--- src/rtl/mips_pkg.sv ---
// Shared MIPS encodings: opcodes, function codes, controller state codes and
// datapath select encodings used by the multicycle and single-cycle designs.
package mips_pkg;

  localparam logic [5:0] OpcRType = 6'h00;
  localparam logic [5:0] OpcJ     = 6'h02;
  localparam logic [5:0] OpcJal   = 6'h03;
  localparam logic [5:0] OpcBeq   = 6'h04;
  localparam logic [5:0] OpcAddi  = 6'h08;
  localparam logic [5:0] OpcSlti  = 6'h0A;
  localparam logic [5:0] OpcLw    = 6'h23;
  localparam logic [5:0] OpcSw    = 6'h2B;

  localparam logic [5:0] FuncJr  = 6'h08;
  localparam logic [5:0] FuncAdd = 6'h20;
  localparam logic [5:0] FuncSub = 6'h22;
  localparam logic [5:0] FuncAnd = 6'h24;
  localparam logic [5:0] FuncOr  = 6'h25;
  localparam logic [5:0] FuncSlt = 6'h2A;

  typedef enum logic [3:0] {
    StFetch   = 4'd0,
    StDecode  = 4'd1,
    StExR     = 4'd2,
    StExI     = 4'd3,
    StMemAddr = 4'd4,
    StMemRd   = 4'd5,
    StMemWr   = 4'd6,
    StWbR     = 4'd7,
    StWbI     = 4'd8,
    StWbMem   = 4'd9,
    StBranch  = 4'd10,
    StJump    = 4'd11,
    StErr     = 4'd12
  } state_e;

  typedef enum logic [1:0] {
    AluAdd  = 2'd0,
    AluSub  = 2'd1,
    AluFunc = 2'd2,
    AluNop  = 2'd3
  } alu_op_e;

  typedef enum logic [1:0] {
    PcAluResult = 2'd0,
    PcAluOut    = 2'd1,
    PcJump      = 2'd2,
    PcReg       = 2'd3
  } pc_src_e;

  typedef enum logic [1:0] {
    SrcBReg    = 2'd0,
    SrcBFour   = 2'd1,
    SrcBImm    = 2'd2,
    SrcBImmSh2 = 2'd3
  } alu_src_b_e;

  typedef enum logic [3:0] {
    IcRArith  = 4'd0,
    IcSlt     = 4'd1,
    IcJr      = 4'd2,
    IcAddi    = 4'd3,
    IcSlti    = 4'd4,
    IcLw      = 4'd5,
    IcSw      = 4'd6,
    IcBeq     = 4'd7,
    IcJ       = 4'd8,
    IcJal     = 4'd9,
    IcIllegal = 4'd10
  } inst_class_e;

endpackage

--- src/rtl/mips_inst_decoder.sv ---
// Combinational instruction classifier: opcode/func -> instruction class plus
// an illegal flag for anything outside the supported subset.
module mips_inst_decoder
  import mips_pkg::*;
(
  input  logic [5:0]  opcode_i,
  input  logic [5:0]  func_i,
  output inst_class_e inst_class_o,
  output logic        illegal_o
);

  always_comb begin
    inst_class_o = IcIllegal;
    case (opcode_i)
      OpcRType: begin
        case (func_i)
          FuncAdd, FuncSub, FuncAnd, FuncOr: inst_class_o = IcRArith;
          FuncSlt:                           inst_class_o = IcSlt;
          FuncJr:                            inst_class_o = IcJr;
          default:                           inst_class_o = IcIllegal;
        endcase
      end
      OpcAddi: inst_class_o = IcAddi;
      OpcSlti: inst_class_o = IcSlti;
      OpcLw:   inst_class_o = IcLw;
      OpcSw:   inst_class_o = IcSw;
      OpcBeq:  inst_class_o = IcBeq;
      OpcJ:    inst_class_o = IcJ;
      OpcJal:  inst_class_o = IcJal;
      default: inst_class_o = IcIllegal;
    endcase
    illegal_o = (inst_class_o == IcIllegal);
  end

endmodule

--- src/rtl/mips_multicycle_controller.sv ---
// Multicycle MIPS control FSM with a bounded memory-wait counter and a sticky
// error state entered on illegal instructions or memory timeouts.
module mips_multicycle_controller
  import mips_pkg::*;
#(
  parameter int unsigned INST_W      = 32,
  parameter int unsigned MEM_TIMEOUT = 16
) (
  input  logic              clk,
  input  logic              rst_n,
  input  logic [INST_W-1:0] inst,
  input  logic              zero,
  input  logic              mem_ready,
  output logic              pc_write,
  output logic              pc_write_cond,
  output logic              iord,
  output logic              ir_write,
  output logic              mem_read,
  output logic              mem_write,
  output logic              reg_dst,
  output logic              jal,
  output logic              reg_write,
  output logic              mem_to_reg,
  output logic              slt,
  output logic              alu_src_a,
  output logic [1:0]        alu_src_b,
  output logic [1:0]        alu_op,
  output logic [1:0]        pc_src,
  output logic              busy,
  output logic              err,
  output logic [3:0]        state
);

  localparam int unsigned CntW = $clog2(MEM_TIMEOUT + 1);

  state_e          state_q, state_d;
  logic [CntW-1:0] wait_cnt_q, wait_cnt_d;
  inst_class_e     inst_class;
  logic            illegal;
  logic            timeout;
  logic            unused_in;

  // Branch PC gating with zero happens in the datapath, not here.
  assign unused_in = ^{inst, zero};

  mips_inst_decoder u_decoder (
    .opcode_i     (inst[31:26]),
    .func_i       (inst[5:0]),
    .inst_class_o (inst_class),
    .illegal_o    (illegal)
  );

  // Ready in the final allowed wait cycle still completes the access.
  assign timeout = (wait_cnt_q == CntW'(MEM_TIMEOUT - 1));

  always_comb begin
    state_d       = state_q;
    wait_cnt_d    = '0;
    pc_write      = 1'b0;
    pc_write_cond = 1'b0;
    iord          = 1'b0;
    ir_write      = 1'b0;
    mem_read      = 1'b0;
    mem_write     = 1'b0;
    reg_dst       = 1'b0;
    jal           = 1'b0;
    reg_write     = 1'b0;
    mem_to_reg    = 1'b0;
    slt           = 1'b0;
    alu_src_a     = 1'b0;
    alu_src_b     = SrcBReg;
    alu_op        = AluAdd;
    pc_src        = PcAluResult;
    busy          = 1'b1;
    err           = 1'b0;

    unique case (state_q)
      StFetch: begin
        mem_read  = 1'b1;
        alu_src_b = SrcBFour;
        pc_src    = PcAluOut;
        busy      = mem_ready;
        if (mem_ready) begin
          ir_write = 1'b1;
          pc_write = 1'b1;
          state_d  = StDecode;
        end else begin
          wait_cnt_d = wait_cnt_q + CntW'(1);
          if (timeout) state_d = StErr;
        end
      end
      StDecode: begin
        alu_src_b = SrcBImmSh2;
        if (illegal) begin
          state_d = StErr;
        end else begin
          case (inst_class)
            IcRArith, IcSlt:  state_d = StExR;
            IcAddi, IcSlti:   state_d = StExI;
            IcLw, IcSw:       state_d = StMemAddr;
            IcBeq:            state_d = StBranch;
            IcJ, IcJal, IcJr: state_d = StJump;
            default:          state_d = StErr;
          endcase
        end
      end
      StExR: begin
        alu_src_a = 1'b1;
        alu_src_b = SrcBReg;
        alu_op    = AluFunc;
        state_d   = StWbR;
      end
      StExI: begin
        alu_src_a = 1'b1;
        alu_src_b = SrcBImm;
        alu_op    = (inst_class == IcSlti) ? AluSub : AluAdd;
        state_d   = StWbI;
      end
      StMemAddr: begin
        alu_src_a = 1'b1;
        alu_src_b = SrcBImm;
        state_d   = (inst_class == IcLw) ? StMemRd : StMemWr;
      end
      StMemRd, StMemWr: begin
        iord      = 1'b1;
        mem_read  = (state_q == StMemRd);
        mem_write = (state_q == StMemWr);
        if (mem_ready) begin
          state_d = (state_q == StMemRd) ? StWbMem : StFetch;
        end else begin
          wait_cnt_d = wait_cnt_q + CntW'(1);
          if (timeout) state_d = StErr;
        end
      end
      StWbR: begin
        reg_dst   = 1'b1;
        reg_write = 1'b1;
        slt       = (inst_class == IcSlt);
        state_d   = StFetch;
      end
      StWbI: begin
        reg_write = 1'b1;
        slt       = (inst_class == IcSlti);
        state_d   = StFetch;
      end
      StWbMem: begin
        mem_to_reg = 1'b1;
        reg_write  = 1'b1;
        state_d    = StFetch;
      end
      StBranch: begin
        alu_src_a     = 1'b1;
        alu_src_b     = SrcBReg;
        alu_op        = AluSub;
        pc_write_cond = 1'b1;
        pc_src        = PcAluResult;
        state_d       = StFetch;
      end
      StJump: begin
        pc_write  = 1'b1;
        pc_src    = (inst_class == IcJr) ? PcReg : PcJump;
        jal       = (inst_class == IcJal);
        reg_write = (inst_class == IcJal);
        state_d   = StFetch;
      end
      StErr: begin
        err     = 1'b1;
        state_d = StErr;
      end
      default: begin
        err     = 1'b1;
        state_d = StErr;
      end
    endcase
  end

  always_ff @(posedge clk or negedge rst_n) begin
    if (!rst_n) begin
      state_q    <= StFetch;
      wait_cnt_q <= '0;
    end else begin
      state_q    <= state_d;
      wait_cnt_q <= wait_cnt_d;
    end
  end

  assign state = state_q;

endmodule

--- config.mk ---
export PLATFORM = sky130hd
export DESIGN_NAME = mips_multicycle_controller
export DESIGN_NICKNAME = d
export VERILOG_FILES = /design/src/rtl/mips_pkg.sv /design/src/rtl/mips_inst_decoder.sv /design/src/rtl/mips_multicycle_controller.sv
export SDC_FILE = /design/constraint.sdc
export NUM_CORES = 1
export LEC_CHECK = 0
export CORE_UTILIZATION = 40
export CTS_BUF_LIST = sky130_fd_sc_hd__clkbuf_8
export DETAILED_ROUTE_END_ITERATION = 8
export DONT_BUFFER_PORTS = 1
export GPL_TIMING_DRIVEN = 1
export PLACE_DENSITY_LB_ADDON = 0.3
export SYNTH_ARGS = -nofsm -noshare
export SYNTH_HDL_FRONTEND = slang
export SYNTH_HIERARCHICAL = 1
export SYNTH_SLANG_ARGS = --single-unit
export TNS_END_PERCENT = 100
--- constraint.sdc ---
create_clock -name clk -period 3.21 [get_ports clk]
set_input_delay 0.642 -clock clk [delete_from_list [all_inputs] [get_ports clk]]
set_output_delay 0.642 -clock clk [all_outputs]
set_load 0.01 [all_outputs]
==> Word-level counts from Yosys, hierarchy flattened <==
Memories as Yosys holds them, arrays and structs flattened.
Cells that the tools add are included.
{ "classes": {"addsub": 1, "eq_ne": 31, "mux": 31, "reduce_logical": 10} }
{ "op_table": {"columns": ["cell", "count"], "rows": [
  ["6-bit equality test (second input constant)", 7],
  ["4-bit case mux with 8 select lines", 1],
  ["4-bit case mux with 7 select lines", 1],
  ["4-bit by 3-bit equality test with 1-bit output (second input constant)", 6],
  ["4-bit equality test (second input constant)", 6],
  ["4-bit two-way mux", 5],
  ["6-bit by 4-bit equality test with 1-bit output (second input constant)", 3],
  ["1-bit two-way mux", 13],
  ["4-bit by 2-bit equality test with 1-bit output (second input constant)", 3],
  ["6-bit by 2-bit equality test with 1-bit output (second input constant)", 2],
  ["2-bit case mux with 3 select lines", 2],
  ["4-bit case mux with 3 select lines", 1],
  ["12-bit OR reduction", 1],
  ["5-bit two-way mux", 2],
  ["4-bit by 1-bit equality test with 1-bit output (second input constant)", 2],
  ["1-bit case mux with 2 select lines", 4],
  ["4-bit OR reduction", 2],
  ["6-bit by 3-bit equality test with 1-bit output (second input constant)", 1],
  ["6-bit zero test", 1],
  ["3-bit OR reduction", 2],
  ["5-bit by 1-bit adder with 5-bit output (second input constant)", 1],
  ["5-bit by 4-bit equality test with 1-bit output (second input constant)", 1],
  ["5-bit OR reduction", 1],
  ["4-bit zero test", 1],
  ["other kinds (3)", 4]
]} }
{ "word_totals": {"regBits": 9, "rom_bits": 64, "wordCells": 76, "mem_count": 1} }
{ "memory_table": {"columns": ["memory", "words", "word_bits", "read_ports", "rd_clocked_by_memory_dff", "write_ports", "line", "source"], "rows": [
  ["(name not given)", 16, 4, 1, 0, 0, "mips_multicycle_controller.sv:97", "case (inst_class)"]
]} }

==> Logic depth before layout (Yosys ltp) <==
{ "logic_depth": {"depth_word": 7, "depth_mapped": 10} }

==> Hierarchy <==
The synthesis kept the hierarchy.
{ "modules_own_cells": {"columns": ["mod", "instances", "cells_each", "area_each_um2", "seq_area_each_um2"], "rows": [
  ["mips_multicycle_controller", 1, 115, 972.2, 225.2],
  ["mips_inst_decoder", 1, 44, 319.1, 0.0]
]} }

==> Worst setup path before layout <==
Ideal clock, no wire load.
{ "synth_path": {"kind": "input-to-output", "start": "input port inst[26]", "end": "output port pc_src[0]", "arrival_ns": 2.397, "required_time_ns": 2.568, "setup_slack_ns": 0.171, "path_stages": 8, "n_path_buf": 1, "path_cell_list": "buf_6 -> nor4_4 -> o21ai_1 -> o21ai_1 -> ha_1 -> nand2_2 -> or4_4 -> a21oi_2"} }
{ "synth_via": {"elab_chain_cells": 5, "elab_cells_between_ends": 12, "classes_between": "eq/ne (8); mux (3); reduce/logical (1)"} }
{ "synth_rtl": {"columns": ["item", "line", "source"], "rows": [
  ["start: declaration", "mips_multicycle_controller.sv:11", "input logic [INST_W-1:0] inst,"],
  ["6-bit by 2-bit equality test with 1-bit output, or another cell as far along", "mips_inst_decoder.sv:14", "case (opcode_i)"],
  ["4-bit case mux with 8 select lines *", "mips_inst_decoder.sv:14", null],
  ["via inst_class[1]", "mips_multicycle_controller.sv:38", "inst_class_e inst_class;"],
  ["4-bit by 2-bit equality test with 1-bit output *", "mips_multicycle_controller.sv:161", "pc_src = (inst_class == IcJr) ? PcReg : PcJump;"],
  ["1-bit two-way mux *", "mips_multicycle_controller.sv:161", null],
  ["2-bit case mux with 2 select lines *", "mips_multicycle_controller.sv:77", "unique case (state_q)"],
  ["end: declaration", "mips_multicycle_controller.sv:28", "output logic [1:0] pc_src,"]
]} }
Mark *: on every way through the listed nets, which the timed path passes. The rest lies on a longest branch.

==> Worst setup path after layout <==
{ "layout_path": {"start": "input port inst[26]", "end": "output port alu_op[0]"} }
{ "layout_via": {"elab_chain_cells": 5, "elab_cells_between_ends": 12, "classes_between": "eq/ne (8); mux (3); reduce/logical (1)"} }
{ "layout_rtl": {"columns": ["item", "line", "source"], "rows": [
  ["6-bit by 2-bit equality test with 1-bit output, or another cell as far along", "mips_inst_decoder.sv:14", null],
  ["4-bit case mux with 8 select lines *", "mips_inst_decoder.sv:14", null],
  ["via inst_class[1]", "mips_multicycle_controller.sv:38", null],
  ["4-bit by 3-bit equality test with 1-bit output *", "mips_multicycle_controller.sv:116", "alu_op = (inst_class == IcSlti) ? AluSub : AluAdd;"],
  ["1-bit two-way mux *", "mips_multicycle_controller.sv:116", null],
  ["2-bit case mux with 3 select lines *", "mips_multicycle_controller.sv:77", null],
  ["end: declaration", "mips_multicycle_controller.sv:27", "output logic [1:0] alu_op,"]
]} }
Marks and branches as above.

==> reports/results.txt <==
Crit path required time: 2570 ps
commonest cells after routing, fill and taps aside: nor3_1, nor2_1, inv_1, dfrtp_1, a21oi_1
Max Clock Skew: 4.95 ps
port bufs: 0
DRT antenna net count: 0
hpwl dp: 2270 um
synthesized area: 1290 um^2
Post-synth ARST share: 100%
Slew Limit Fails: 0
Syn Inst Count: 159
Final TNS setup: 0 ps
hold buffer count at CTS: 0
register clock-pin slew on the reported worst setup and hold paths: 50 ps
die width: 58.8 um
CP top delay family: simple AND/OR/NAND/NOR gates
MaxCap Viol Count: 0
grt met3 use: 1.76%
origin of the critical flop-to-flop path: wait_cnt_q[0]
final hold vios: 0
Min Clock Period, post-route: 3020 ps
1st-iter DRT viols: 79
die area: 3460 um^2
Vias: 1,164
largest net degree at the start of global routing: 19
XOR/XNOR Fraction of Synth Area: 4.07%
Post-Synthesis Mean Instance Area: 8.12 um^2
Post-CTS Setup Bufs: 0
simple-gate share of the synthesized area: 38.6%
CTS Buffer Depth: 2
sequential element share of the synthesized area: 17.4%
Top FF cell, synth: dfrtp_1
sequential share of power: 28.6%
CP max-delay cell: or3b_2
initial antenna violation count: 0
Unique masters post-synth: 59
Buffers & Inverters on Critical Path: 1
#FFs+latches synth: 9
GPL Wtd Cong: 0.852
Max VDD drop: 0.332 mV
DR WL/cell: 14.8 um
share of power burned in combinational logic: 56.5%
Rows: 20
area of the core: 3050 um^2
Final Setup Violations: 0
Die Y: 58.8 um
combinational family with the most area after synthesis: simple AND/OR/NAND/NOR gates
Pwr Density: 657 nW/um^2
switching fraction of total power: 50.4%
Area growth, synth to finish: 2.23%
top fanout value on the critical path: 8
Worst path max stage delay: 460 ps
internal power: 431 uW
Critical Path Source: inst[26]
GRT Total Usage: 18.1%
first-pass GRT wire length: 4950 um
Congestion Overflow GR: 0
multiplexer share of the synthesized area: 2.52%
vias in the first global route: 1,063
fraction of layout cells with a size suffix above 1: 20.0%
Hold WC Path Type: in2async
Slew headroom: 59.5%
M1 GR Usage: 25.6%
Initial Util: 42.3%
compound-cell area share of the yosys netlist: 20.5%
Data arrival, critical path: 2380 ps
final period utilization: 94.0%
smallest setup slack after layout: 193 ps
Post-Syn Nets: 201
GRT met2 Usage: 30.0%
H-tree levels: 1
Net count, final: 198
post_cts resized: 0
Pleak: 0.000496 uW
Via density: 5.85
worst slew pin tran: 607 ps
n_diodes: 0
Crit Path Class: in2out
GRT busiest layer: met2
crit end category: primary output
most frequent CP cell: a21oi_1
pre-CTS WS: 89.9 ps
Clock Latency Late Sink: 230 ps
# DRC: 0
clock share of power: 14.9%
Warnings, synthesis: 6
adder-cell share of the synthesized area: 5.81%
NetSw: 437 uW
CTS buffer count: 3
Pre-antenna DRT Iters: 6
DRT Wirelength: 2940 um
TritonCTS clock tree: yes
worst hold slack: 99.4 ps
Post-synth EDFFs: 0
Clock Tree Root: clkbuf_8
CP Launch Type: input port
outcome: finished clean
CP Cell Sequence: nor3_1, a21oi_1, a21oi_2, o21ai_2, inv_1, ha_1, nand3b_1, or3b_2, a21oi_1
CTS sink cnt: 9
Fmax: 0.331 GHz
Top-Level Pins: 60
[power groups by stage]
stage | registers, uW | logic [uW] | clock network [uW]
6_report | 248 | 491 | 129
5_1_grt | 263 | 547 | 138
4_1_cts | 247 | 491 | 132
3_5_place_dp | 249 | 490 | 0
3_3_place_gp | 245 | 472 | 0
2_1_floorplan | 192 | 492 | 0
[routing by layer]
layer	share of wire, %	wire [um]	up-vias
li1	-	-	578
met1	47	1380	550
met2	49	1430	34
met3	4.0	119	2
met4	0.58	17	0
met5	0	0	-
[layout make-up]
class | instances | area (um^2)
clock buffers | 3 | 41.3
clock inverters | 1 | 3.75
fillers | 327 | 1730
inverters | 9 | 33.8
multi-input cells | 129 | 931
flip-flops and latches | 9 | 225
well taps | 44 | 55.1
repair buffers | 4 | 30.0
[worst paths after layout]
path	end	slack, ps	cells past startpoint
setup / recovery	alu_op[0]	190	9
hold / removal	wait_cnt_q[4]	100	0
setup reg to reg	state[1]	1280	6
hold reg to reg	wait_cnt_q[0]	480	1
max in group asynchronous	wait_cnt_q[3]	3040	0
min in group clk	wait_cnt_q[0]	480	1
[synth_stat cells, types with 4 or more instances]
cell type	instances	area share, %
or2_2	5	2.4
ha_1	6	5.8
nor3b_1	5	2.9
inv_1	9	2.6
nor3_1	13	5.0
nor2b_1	4	1.9
nand2b_1	6	2.9
dfrtp_1	9	17
a21oi_1	9	3.5
nor2_1	13	3.8
buf_6	7	6.1
[cell families after synthesis]
logic type                 after synthesis
DFF                                      9
buffers and inverters                   21
AOI/OAI and AO/OA                       37
muxes                                    3
adders and majority gates                6
xor gates and xnor gates                 6
and+or+nand+nor                         77
[registers in the layout (all words and copies together) (netlist names)]
| name | count |
|---|---|
| wait_cnt_q | 5 |
| state | 4 |
[through the flow]
stage / instance area, um^2 / power [uW] / util, % / instances
finish: 1320 / 868 / 43.2 / 199
global route: 1320 / 948 / 43.2 / 199
CTS: 1310 / 870 / 43.0 / 199
detailed placement: 1270 / 739 / 41.5 / 195
global placement: 1270 / 717 / 41.5 / 195
floorplan: 1290 / 683 / - / 159
Power figures use the tool's default switching activity.
